**src/rtl/msr_pkg.sv**
```systemverilog
// Shared encodings for the multi-mode shift register: operation codes and FSM states.
package msr_pkg;

    localparam logic [2:0] OP_NOP  = 3'b000;
    localparam logic [2:0] OP_SL   = 3'b001;
    localparam logic [2:0] OP_SR   = 3'b010;
    localparam logic [2:0] OP_SRA  = 3'b011;
    localparam logic [2:0] OP_ROL  = 3'b100;
    localparam logic [2:0] OP_ROR  = 3'b101;
    localparam logic [2:0] OP_LOAD = 3'b110;
    localparam logic [2:0] OP_RSVD = 3'b111;

    localparam logic [1:0] ST_IDLE  = 2'b00;
    localparam logic [1:0] ST_SHIFT = 2'b01;
    localparam logic [1:0] ST_DONE  = 2'b10;

    // True for the ops that run a multi-cycle bit-serial sequence.
    function automatic logic is_shift_op(input logic [2:0] op);
        return (op == OP_SL) || (op == OP_SR) || (op == OP_SRA) ||
               (op == OP_ROL) || (op == OP_ROR);
    endfunction

endpackage

```
**src/rtl/shift_step.sv**
```systemverilog
// Combinational single-bit step of a shift or rotate; also reports the bit pushed out.
module shift_step
    import msr_pkg::*;
#(
    parameter int N = 8
) (
    input  logic [N-1:0] cur,
    input  logic [2:0]   op,
    input  logic         sli,
    input  logic         sri,
    output logic [N-1:0] nxt,
    output logic         expelled
);

    always_comb begin
        nxt      = cur;
        expelled = 1'b0;
        case (op)
            OP_SL: begin
                nxt      = {cur[N-2:0], sli};
                expelled = cur[N-1];
            end
            OP_SR: begin
                nxt      = {sri, cur[N-1:1]};
                expelled = cur[0];
            end
            OP_SRA: begin
                nxt      = {cur[N-1], cur[N-1:1]};
                expelled = cur[0];
            end
            OP_ROL: begin
                nxt      = {cur[N-2:0], cur[N-1]};
                expelled = cur[N-1];
            end
            OP_ROR: begin
                nxt      = {cur[0], cur[N-1:1]};
                expelled = cur[0];
            end
            default: begin
                nxt      = cur;
                expelled = 1'b0;
            end
        endcase
    end

endmodule

```
**src/rtl/multi_mode_shift_register.sv**
```systemverilog
// Bit-serial shift/rotate register with start/ready/busy/done handshake; one step per clock.
module multi_mode_shift_register
    import msr_pkg::*;
#(
    parameter int N     = 8,
    parameter int AMT_W = $clog2(N + 1)
) (
    input  logic             clk,
    input  logic             clear,
    input  logic [N-1:0]     in,
    input  logic [2:0]       op,
    input  logic [AMT_W-1:0] amt,
    input  logic             start,
    input  logic             sli,
    input  logic             sri,
    output logic [N-1:0]     out,
    output logic             shout,
    output logic             ready,
    output logic             busy,
    output logic             done
);

    logic [1:0]       r_state;
    logic [N-1:0]     r_out;
    logic             r_shout;
    logic [AMT_W-1:0] r_cnt;
    logic [2:0]       r_op;

    logic [N-1:0]     w_nxt;
    logic             w_expelled;

    shift_step #(.N(N)) u_step (
        .cur      (r_out),
        .op       (r_op),
        .sli      (sli),
        .sri      (sri),
        .nxt      (w_nxt),
        .expelled (w_expelled)
    );

    always_ff @(posedge clk or posedge clear) begin
        if (clear) begin
            r_state <= ST_IDLE;
            r_out   <= '0;
            r_shout <= 1'b0;
            r_cnt   <= '0;
            r_op    <= OP_NOP;
        end else begin
            case (r_state)
                ST_IDLE: begin
                    if (start) begin
                        r_op <= op;
                        if (op == OP_LOAD) begin
                            r_out   <= in;
                            r_state <= ST_DONE;
                        end else if (is_shift_op(op) && (amt != '0)) begin
                            r_cnt   <= amt;
                            r_state <= ST_SHIFT;
                        end else begin
                            r_state <= ST_DONE;
                        end
                    end
                end
                ST_SHIFT: begin
                    r_out   <= w_nxt;
                    r_shout <= w_expelled;
                    r_cnt   <= r_cnt - 1'b1;
                    // Counter holds the steps still to do, including this one.
                    if (r_cnt == AMT_W'(1)) begin
                        r_state <= ST_DONE;
                    end
                end
                ST_DONE: begin
                    r_state <= ST_IDLE;
                end
                default: begin
                    r_state <= ST_IDLE;
                end
            endcase
        end
    end

    assign out   = r_out;
    assign shout = r_shout;
    assign ready = (r_state == ST_IDLE);
    assign busy  = (r_state == ST_SHIFT);
    assign done  = (r_state == ST_DONE);

endmodule

```
**config.mk**
```make
export PLATFORM = sky130hd
export DESIGN_NAME = multi_mode_shift_register
export DESIGN_NICKNAME = d
export VERILOG_FILES = /design/src/rtl/msr_pkg.sv /design/src/rtl/shift_step.sv /design/src/rtl/multi_mode_shift_register.sv
export SDC_FILE = /design/constraint.sdc
export NUM_CORES = 1
export LEC_CHECK = 0
export ABC_AREA = 1
export BUFFER_PORTS_ARGS = -buffer_cell sky130_fd_sc_hd__buf_2
export CORE_MARGIN = 2
export CORE_UTILIZATION = 48
export CTS_CLUSTER_SIZE = 14
export DETAILED_ROUTE_END_ITERATION = 8
export GPL_TIMING_DRIVEN = 0
export MAX_ROUTING_LAYER = met4
export PLACE_DENSITY = 0.76
export SLEW_MARGIN = 40
export SYNTH_ARGS = -nofsm -noshare
export SYNTH_HDL_FRONTEND = slang
export SYNTH_HIERARCHICAL = 1
export SYNTH_SLANG_ARGS = --single-unit
```
**constraint.sdc**
```tcl
create_clock -name clk -period 1.55 [get_ports clk]
set_clock_uncertainty 0.2 [all_clocks]
set_input_delay 0.0775 -clock clk [delete_from_list [all_inputs] [get_ports clk]]
set_output_delay 0.0775 -clock clk [all_outputs]
set_load 0.005 [all_outputs]
```
Yosys cells after proc, flatten, opt, wreduce, memory -nomap -nowiden
Cells that the tools add are included.
{"block": "op_classes", "add_sub_neg": 1, "eq_ne": 22, "muxes": 14, "n_reduce_logical": 15}
{"operator": "$pmux 8 s5", "count": 1}
{"operator": "$mux 8", "count": 2}
{"operator": "$pmux 8 s2", "count": 1}
{"operator": "$eq 3x3->1 const B", "count": 5}
{"operator": "$eq 3x2->1 const B", "count": 4}
{"operator": "$mux 4", "count": 3}
{"operator": "$mux 2", "count": 4}
{"operator": "$pmux 4 s2", "count": 1}
{"operator": "$reduce_and 4->1", "count": 2}
{"operator": "$eq 3x1->1 const B", "count": 2}
{"operator": "$ne 2x1->1 const B", "count": 3}
{"operator": "$ne 2x2->1 const B", "count": 3}
{"operator": "$ne 6x1->1 const B", "count": 1}
{"operator": "$ne 5x1->1 const B", "count": 1}
{"operator": "$reduce_and 5->1", "count": 1}
{"operator": "$eq 4x1->1 const B", "count": 1}
{"operator": "$logic_or 1x1->1", "count": 4}
{"operator": "$pmux 2 s2", "count": 1}
{"operator": "$reduce_and 2->1", "count": 2}
{"operator": "$reduce_bool 4->1", "count": 1}
{"operator": "$sub 4x1->4 const B", "count": 1}
{"operator": "$reduce_or 3->1", "count": 1}
{"operator": "$eq 2x1->1 const B", "count": 1}
{"operator": "$eq 2x2->1 const B", "count": 1}
{"operator": "other kinds (5)", "count": 5}
{"block": "word_totals", "reg_bits": 18, "input_bits": 20, "out_inout_bits": 12, "word_cells": 58}

Longest topological paths before layout
{"block": "depth", "depth_word": 10, "ltp_mapped": 11, "mapped_depth_nobuf": 10}

Hierarchy
Netlist, hierarchy kept.
{"module": "multi_mode_shift_register", "instances": 1, "cells_each": 141, "area_per_inst_um2": 1076.0, "seq_area_each_um2": 450.4}
{"module": "shift_step", "instances": 1, "cells_each": 62, "area_per_inst_um2": 315.3, "seq_area_each_um2": 0.0}

Worst setup path before layout
Ideal clock, no wire load.
{"block": "synth_path", "kind": "register -> register", "from": "reg r_op[2]", "to": "reg r_out[7] (netlist: out[7])", "setup_ns": 0.117, "t_arrival_ns": 1.143, "required_time_ns": 1.233, "path_slack_ns": 0.090, "stages_incl_launch_ff": 12, "n_path_buf": 1, "period_less_slack_ns": 1.460, "cell_sequence": "dfrtp_1 -> buf_6 -> inv_2 -> nand3_4 -> nand2_1 -> inv_1 -> nand2_1 -> nand3_2 -> nand2_1 -> nand2_1 -> nand2_4 -> o21ai_2"}
{"block": "synth_via", "elab_chain_len": 3, "word_cells_on_any_way": 10, "cone_classes": "7 x eq/ne; 2 x mux; 1 x reduce/logical"}
{"element": "from (decl)", "line_no": "multi_mode_shift_register.sv:27", "rtl": "logic [2:0] r_op;"}
{"element": "from (signal assigned)", "line_no": "multi_mode_shift_register.sv:52", "rtl": "r_op <= op;"}
{"element": "$eq 3x3->1, or another cell as far along", "line_no": "shift_step.sv:18", "rtl": "case (op)"}
{"element": "$pmux 8 s5 (*)", "line_no": "shift_step.sv:18"}
{"element": "via w_nxt[7]", "line_no": "multi_mode_shift_register.sv:29", "rtl": "logic [N-1:0] w_nxt;"}
{"element": "$pmux 8 s2 (*)", "line_no": "multi_mode_shift_register.sv:49", "rtl": "case (r_state)"}
{"element": "to (signal assigned)", "line_no": "multi_mode_shift_register.sv:54", "rtl": "r_out <= in;"}
{"element": "to (signal assigned)", "line_no": "multi_mode_shift_register.sv:65", "rtl": "r_out <= w_nxt;"}
{"element": "to (decl)", "line_no": "multi_mode_shift_register.sv:24", "rtl": "logic [N-1:0] r_out;"}
Mark *: on every way through the listed nets, which the timed path passes. The rest lies on a longest branch.
A chain may end at the register's enable or synchronous reset.

Worst setup path in the final report
{"block": "layout_path", "from": "reg r_op[1]", "to": "reg r_out[1] (netlist: out[1])"}
Same word-level chain as after synthesis.

==> flow_summary_export.csv <==
group,metric,value,unit
run_status,outcome,"finished with violations",
run_status,failed_checks,"setup timing",
synthesis,yosys_warnings,6,
timing,period_needed,1.55,ns
finish,num-nets-final,281,
min_path,hp-class,"in -> reg",
drt,firstDrtPassIters,4,
finish,n_antenna_cell,0,
cts,cts_tree,"built",
job,cap_violations,0,
timing,max_slew_margin,52.8,%
timing,fin_ws,-0.00354,ns
finish,final_common_cell,"nand2_1",
synthesis,synth_cell_types,26,
critical_path,crit-reg2reg-launch,"r_op[1]",
critical_path,crit_path_end,"out[1]",
critical_path,required,1.58,ns
place,gp_congestion,0.839,
drt,via_per_inst,5.02,
timing,rsz0062_at_grt,"yes",
critical_path,cp-start-kind,"flip-flop",
critical_path,crit_family,"simple AND/OR/NAND/NOR gates",
global_routing,grt_usage,22.8,%
global_routing,antenna_found_initial,0,
finish,multiInputGateArea,818,µm²
place,hpwl,2230,µm
drt,routedWlPerCell,11.4,µm
critical_path,path_class,"reg -> reg",
drt,drc,0,
pwr,leakage,1.01,nW
critical_path,crit_path_frequent_cell,"nand2_1",
synthesis,synth-seq-cells,18,
die,core,2760,µm²
drt,initialDrtViolationCount,47,
timing,slew_violations,0,
critical_path,path_buf_inv,0,
critical_path,critPathLaunch,"r_op[1]",
timing,tns,-0.00354,ns
critical_path,arrival,1.59,ns
finish,syn2layout_area_growth,34.5,%
pwr,power_density,1990,nW/µm²
die,initial_core_util,50.5,%
place,dpl_cell_area,1590,µm²
finish,drive_above_1_share,31.4,%
timing,hold_ws,0.148,ns
critical_path,slowest_delay,0.51,ns
finish,regArea,453,µm²
place,pre_cts_ws,-0.0114,ns
timing,max_freq,644,MHz
critical_path,cpMaxStageDelayCell,"dfrtp_2",
critical_path,critPathCaptureType,"flip-flop",
critical_path,r2r-end,"out[1]",
cts,cts_made_buffers,3,
timing,post-route-period-util,100,%
cts,clk_pin_slew_worst_paths,0.12,ns
die,fp.dieW,57.8,µm
global_routing,grt_overflow,0,
synthesis,synth_nets,225,
critical_path,crit_chain,"nor2_2 -> nand2_1 -> nand2_4 -> nand2_1 -> nand3_1 -> nand2_1 -> nand2_1 -> nand2_1 -> o21ai_2",
critical_path,reg2reg_depth,9,
cts,cts.sinks,18,
timing,hold_viol_final,0,
die,die_area,3350,µm²
critical_path,r2r_slack,-0.004,ns
global_routing,grt_pass1_vias,1402,
synthesis,syn_avg_cell_area,6.85,µm²
timing,setup_viol,1,
die,rows,19,
synthesis,async_flop_share,100,%
drt,antenna_left,0,
synthesis,synthCells,203,
pwr,irDropWorstVdd,1.13,mV
die,io_pins,32,
global_routing,grt_max_degree,19,
drt,dr_total_vias,1451,
drt,routed_wirelength,3310,µm
finish,final_cell_area,1870,µm²
finish,nFillCells,253,
synthesis,synth_seq_area_share,32.4,%
timing,worst_pin_slew,0.708,ns
cts,cts_root_buffer,"clkbuf_4",
critical_path,cp_num_cells,9,
synthesis,synth_edf_count,0,
cts,cts_max_path_buffers,2,
die,die_y,57.8,µm
synthesis,synth_area,1390,µm²
finish,layout_common_cells,"nand2_1, buf_2, nand3_1, inv_1, dlygate4sd3_1",
cts,htree_num_levels,1,
cts,clock_latency,0.30,ns
critical_path,critPathMaxFanout,8,
place,numPortBuffers,31,
global_routing,grt_pass1_wl,5890,µm
synthesis,ys.flop_type,"dfrtp_1",
## worst min-delay path by stage
stage / cells after the start / slack [ns] / startpoint / end
after floorplan: 1 / -0.18 / clear / out[0]
after global placement: 2 / 0.05 / clear / r_op[0]
after detailed placement: 2 / 0.04 / clear / r_op[1]
after CTS: 9 / 0.13 / sli / out[0]
after global routing: 9 / 0.24 / sli / out[0]
final: 9 / 0.15 / sli / out[0]
## final cells by class
cell class	count	share of cell area [%]
inverter	26	5.61
buffer	6	4.28
tap	31	2.07
multi-input combinational	154	43.7
clock buffer	4	1.94
sequential	18	24.2
timing repair buffer	50	18.2
## report_power, final
part / internal, mW / total (mW) / switching (mW)
clock: 0.143 / 0.305 / 0.162
combinational: 1.06 / 2.45 / 1.39
sequential: 0.692 / 0.977 / 0.285
total: 1.90 / 3.73 / 1.83
## sequential cells by signal, indices dropped and copies added, names as in the netlist
| register | cells |
|---|---|
| shout | 1 |
| out | 8 |
| r_cnt | 4 |
| r_op | 3 |
| r_state | 2 |
## stage by stage
| stage | instances | power [mW] | utilization (%) |
|---|---|---|---|
| global placement | 265 | 3.10 | 57.5 |
| CTS | 287 | 3.63 | 66.7 |
| global route | 289 | 4.08 | 67.9 |
| detailed placement | 265 | 3.14 | 57.5 |
| floorplan | 203 | 2.63 | - |
| finish | 289 | 3.73 | 67.9 |
## cell usage after synthesis (3+ instances only)
| cell | instances | share of area, % |
|---|---|---|
| inv_2 | 6 | 1.6 |
| o21ai_2 | 9 | 5.7 |
| inv_1 | 20 | 5.4 |
| nand2_1 | 87 | 23 |
| nand3_1 | 24 | 8.6 |
| dfrtp_1 | 18 | 32 |
| nor2_1 | 8 | 2.2 |
| buf_6 | 3 | 2.4 |
| o21ai_0 | 6 | 2.2 |
| nand2_4 | 3 | 2.4 |
## cells by family after synthesis
logic type                 count (synthesis)  synth area share [%]
and+or+nand+nor                          131                  42.0
buffers and inverters                     32                  12.3
AOI/OAI and AO/OA                         18                  9.71
DFF                                       18                  32.4
xor gates and xnor gates                   2                  1.80
adders and majority gates                  2                  1.80
## worst reg2reg max path: stages (launching register included)
cell	delay, ns
dfrtp_2	0.51
nor2_2	0.17
nand2_1	0.10
nand2_4	0.12
nand2_1	0.07
nand3_1	0.08
nand2_1	0.06
nand2_1	0.06
nand2_1	0.06
o21ai_2	0.06
## per-layer routing
layer | global-route usage [%] | wire (µm) | vias to the layer above | part of all wire [%]
met5 | - | 0 | - | 0
met3 | 2.68 | 103 | 6 | 3.1
met2 | 37.5 | 1600 | 35 | 48
li1 | - | - | 745 | -
met1 | 29.5 | 1580 | 665 | 48
met4 | 6.64 | 33 | 0 | 1.0
## repair_timing
| item | 4_1_cts | 5_1_grt |
|---|---|---|
| hold buffers | 17 | 0 |
| cloned | 1 | 0 |
| pin swaps | 2 | 4 |
| hold endpoints to repair | 35 | 0 |
| setup buffers | 0 | 2 |
| setup endpoints to repair | 9 | 10 |
| gates resized for setup | 10 | 9 |
(Power assumes the default switching activity.)
